==> src/rtl/shift_operand_skid.sv <==
// Two-entry skid buffer feeding operands from decode into the execute-stage barrel shifter.
// Optional backpressure statistics counter enabled by defining SHIFT_SKID_STATS_EN.
module shift_operand_skid #(
  parameter int unsigned N = 16,
  parameter int unsigned C = 4,
  parameter int unsigned O = 2,
  parameter int unsigned R = 3
) (
  input  logic         clk,
  input  logic         rst,
  input  logic         flush,
  input  logic         in_valid,
  output logic         in_ready,
  input  logic [N-1:0] in_data,
  input  logic [C-1:0] in_cnt,
  input  logic [O-1:0] in_op,
  input  logic         in_btr,
  input  logic [R-1:0] in_rd,
  output logic         out_valid,
  input  logic         out_ready,
  output logic [N-1:0] out_data,
  output logic [C-1:0] out_cnt,
  output logic [O-1:0] out_op,
  output logic         out_btr,
  output logic [R-1:0] out_rd
`ifdef SHIFT_SKID_STATS_EN
  ,
  output logic [15:0]  stall_cnt
`endif
);

  localparam int unsigned P = N + C + O + 1 + R;

  typedef enum logic [1:0] {StEmpty, StOne, StFull} state_e;

  state_e         state_q, state_d;
  logic [P-1:0]   main_q, main_d;
  logic [P-1:0]   skid_q, skid_d;
  logic [P-1:0]   in_norm;
  logic           push, pop;

  // Bit-reverse overrides the op and count, so they are stored as zero.
  assign in_norm = in_btr ? {in_data, {C{1'b0}}, {O{1'b0}}, 1'b1, in_rd}
                          : {in_data, in_cnt, in_op, 1'b0, in_rd};

  assign in_ready  = (state_q != StFull);
  assign out_valid = (state_q != StEmpty);
  assign push      = in_valid & in_ready;
  assign pop       = out_valid & out_ready;

  assign {out_data, out_cnt, out_op, out_btr, out_rd} = main_q;

  always_comb begin
    state_d = state_q;
    main_d  = main_q;
    skid_d  = skid_q;
    if (flush) begin
      state_d = StEmpty;
      main_d  = '0;
      skid_d  = '0;
    end else begin
      unique case (state_q)
        StEmpty: begin
          if (push) begin
            main_d  = in_norm;
            state_d = StOne;
          end
        end
        StOne: begin
          if (push && !pop) begin
            skid_d  = in_norm;
            state_d = StFull;
          end else if (push && pop) begin
            main_d = in_norm;
          end else if (pop) begin
            state_d = StEmpty;
          end
        end
        StFull: begin
          if (pop) begin
            main_d  = skid_q;
            skid_d  = '0;
            state_d = StOne;
          end
        end
        default: state_d = StEmpty;
      endcase
    end
  end

  always_ff @(posedge clk or posedge rst) begin
    if (rst) begin
      state_q <= StEmpty;
      main_q  <= '0;
      skid_q  <= '0;
    end else begin
      state_q <= state_d;
      main_q  <= main_d;
      skid_q  <= skid_d;
    end
  end

`ifdef SHIFT_SKID_STATS_EN
  logic [15:0] stall_q, stall_d;

  // Saturating; flush deliberately leaves the count alone.
  always_comb begin
    stall_d = stall_q;
    if (out_valid && !out_ready && (stall_q != 16'hFFFF)) begin
      stall_d = stall_q + 16'd1;
    end
  end

  always_ff @(posedge clk or posedge rst) begin
    if (rst) begin
      stall_q <= '0;
    end else begin
      stall_q <= stall_d;
    end
  end

  assign stall_cnt = stall_q;
`endif

endmodule
==> config.mk <==
export PLATFORM = sky130hd
export DESIGN_NAME = shift_operand_skid
export DESIGN_NICKNAME = d
export VERILOG_FILES = /design/src/rtl/shift_operand_skid.sv
export SDC_FILE = /design/constraint.sdc
export NUM_CORES = 1
export LEC_CHECK = 0
export ABC_AREA = 1
export CORE_ASPECT_RATIO = 1.75
export CORE_UTILIZATION = 40
export DETAILED_ROUTE_END_ITERATION = 10
export PLACE_DENSITY = 0.73
export SLEW_MARGIN = 20
export SYNTH_ARGS = -nofsm -noshare
export SYNTH_HDL_FRONTEND = slang
export SYNTH_SLANG_ARGS = --single-unit
==> constraint.sdc <==
create_clock -name clk -period 2.04 [get_ports clk]
set_clock_uncertainty 0.1 [all_clocks]
set_input_delay 0.51 -clock clk [delete_from_list [all_inputs] [get_ports clk]]
set_output_delay 0.51 -clock clk [all_outputs]
set_load 0.01 [all_outputs]
==> impl_metrics.tcl <==
set metrics [dict create \
    synth_cell_types 24 \
    layout-drive-gt1-share 0.103 \
    grt_max_degree 55 \
    cellLeakagePower_nw 1.73 \
    drt_iter0_markers 134 \
    pin_count 59 \
    required_ns 1.43 \
    cts_sinks 54 \
    cp_slowest_cell "clkdlybuf4s50_1" \
    die_area_sq_mm 0.00697 \
    clk_latency_ns 0.30 \
    maxCapViolations 0 \
    ctsHtreeMaxLevel 2 \
    antenna_found_initial 0 \
    overflow 0 \
    vias 2516 \
    dp_hpwl_mm 4.59 \
    area_growth_pct 32.0 \
    cts_buffers 5 \
    finalHoldViolations 0 \
    worstSetupStartpoint "main_q[15]" \
    min_path_type "flop to flop" \
    instances_no_fill 470 \
    netlist_instances 328 \
    final_area_sq_mm 0.00350 \
    ir_drop_mv 0.365 \
    firstDrtPassIters 5 \
    detail_route.wl_per_cell_microns 14.1 \
    path_class "flop to primary output" \
    cts_tree "done" \
    synth_nets 359 \
    viasPerCell 5.35 \
    num_antenna_cells 0 \
    core-area_sq_mm 0.00628 \
    fin_crit_ns 1.88 \
    yosysWarnings 0 \
    start_util 0.423 \
    grt_pass1_wl_mm 11.4 \
    crit_buf_inv 1 \
    synth-seq-cells 54 \
    dieHeight_microns 110 \
    finalCritPeriodShare 0.923 \
    cp_cell_sequence "clkdlybuf4s50_1" \
    avgSynthCellArea_sq_um 8.09 \
    postRouteAntennaNets 0 \
    wirelength_mm 6.64 \
    fin_nets 420 \
    dp_cells 461 \
    p_per_area_mw_per_mm2 756 \
    post_dp_cell_area_sq_mm 0.00339 \
    drv_slew 0 \
    rsz0062_at_grt "false" \
    setup_violations 0 \
    end_kind "primary output" \
    crit_family "buffers and inverters" \
    grt_pass1_vias 2523 \
    tightestPinTransition_ns 0.318 \
    gp_congestion 0.777 \
    ys_seq_area_frac 0.509 \
    r2r_start "state_q[1]" \
    slew_headroom 0.788 \
    die_w_microns 63.6 \
    root_buffer "clkbuf_8" \
    fin_hold_ws_ns 0.374 \
    clockBufferDepth 2 \
    synth_area_sq_mm 0.00265 \
    clk_pin_slew_ns 0.10 \
    cp-start-kind "flop" \
    numPortBuffers 58 \
    num_rows 38 \
    cp.arrival_ns 1.27 \
    drc 0 \
    grt_usage 0.210 \
    hold_path.startpoint "main_q[24]" \
    max_stage_delay_ns 0.56 \
    status "finished, final reports clean" \
    fmax_mhz 531 \
    cp_max_fo 2 \
]
==> cell usage after synthesis, drive strengths merged <==
cell type | instances | share of area
a21oi | 1 | 0.0019
buf | 20 | 0.045
clkbuf | 3 | 0.0047
dfrtp | 54 | 0.51
inv | 13 | 0.019
nand2 | 115 | 0.17
nand3 | 55 | 0.11
nand4 | 28 | 0.072
nor2 | 10 | 0.015
nor3 | 1 | 0.0019
o21ai | 27 | 0.051
xnor2 | 1 | 0.0033
==> registers in the layout, indices dropped and copies added (netlist names) <==
register and count:
skid_q 26, main_q 26, state_q 2
==> worst paths after layout <==
| check | end | slack (ns) | depth (start not counted) |
|---|---|---|---|
| min | main_q[24] | 0.37 | 2 |
| max | out_data[5] | 0.16 | 1 |
| min reg2reg | main_q[24] | 0.37 | 2 |
| max in group asynchronous | state_q[1] | 1.12 | 3 |
| max reg2reg | main_q[19] | 0.39 | 7 |
| min in group asynchronous | main_q[21] | 0.46 | 3 |
==> power by group <==
part	switching [mW]	leakage [nW]	internal, mW
Sequential	0.0805	0.707	1.20
Combinational	0.375	0.964	0.329
Clock	0.348	0.0544	0.312
Total	0.803	1.73	1.84
==> through the flow <==
| stage | power [mW] | util | setup WS [ns] | setup TNS (ns) |
|---|---|---|---|---|
| after CTS | 2.67 | 0.558 | 0.157 | 0 |
| final | 2.65 | 0.558 | 0.158 | 0 |
| after detailed placement | 2.01 | 0.540 | -0.0782 | -1.36 |
| after global routing | 2.81 | 0.558 | 0.102 | 0 |
| after global placement | 2.00 | 0.540 | -0.0269 | -0.399 |
| after floorplan | 1.67 | - | 0.115 | 0 |
==> layout make-up <==
type                       count  area [sq um]
clock buffer                   7          96.3
fill                         600          2780
clock inverter                 1          8.76
sequential                    54          1350
timing repair buffer          77           771
inverter                      13          51.3
tap                           80           100
multi-input combinational    238          1120
==> layer usage <==
layer,GRT usage,up-vias,part of all wire
met5,0,-,0
met4,0.128,0,0.036
met3,0.0290,22,0.044
met2,0.373,81,0.53
met1,0.235,1192,0.39
li1,-,1221,-
==> placed cells by master, fill, tap and decap left out <==
master / count
a21oi_1: 1
buf_12: 4
buf_4: 15
clkbuf_8: 7
clkdlybuf4s50_1: 56
clkinv_4: 1
dfrtp_1: 53
dfrtp_2: 1
dlygate4sd2_1: 2
inv_1: 9
inv_2: 3
inv_4: 1
nand2_1: 111
nand2_2: 3
nand2_4: 1
nand3_1: 54
nand3_4: 1
nand4_1: 27
nand4_4: 1
nor2_1: 8
nor2_2: 2
nor3_1: 1
o21ai_0: 7
o21ai_1: 20
xnor2_1: 1
==> worst register-to-register path, stage by stage (launching register included) <==
cell and delay [ns]:
dfrtp_2 0.44, buf_4 0.17, nand3_1 0.15, nand2_2 0.09, inv_4 0.09, nand3_4 0.26
nand2_1 0.17, nand2_1 0.07
==> logic make-up (layout without fill, tap and decap cells) <==
family	count (synthesis)	count (layout)	share of synthesized area
AO/OA/AOI/OAI	28	28	0.0528
buffers and inverters	36	98	0.0689
AND/OR/NAND/NOR	209	209	0.366
XOR/XNOR	1	1	0.00330
flip-flops	54	54	0.509
==> what timing repair did <==
action                                  in CTS  in global routing
endpoints found under the setup margin       2                  0
hold buffers                                 0                  0
gates resized for setup                      3                  0
buffers inserted                             1                  0
No activity file was read; power rests on OpenSTA's default activity.
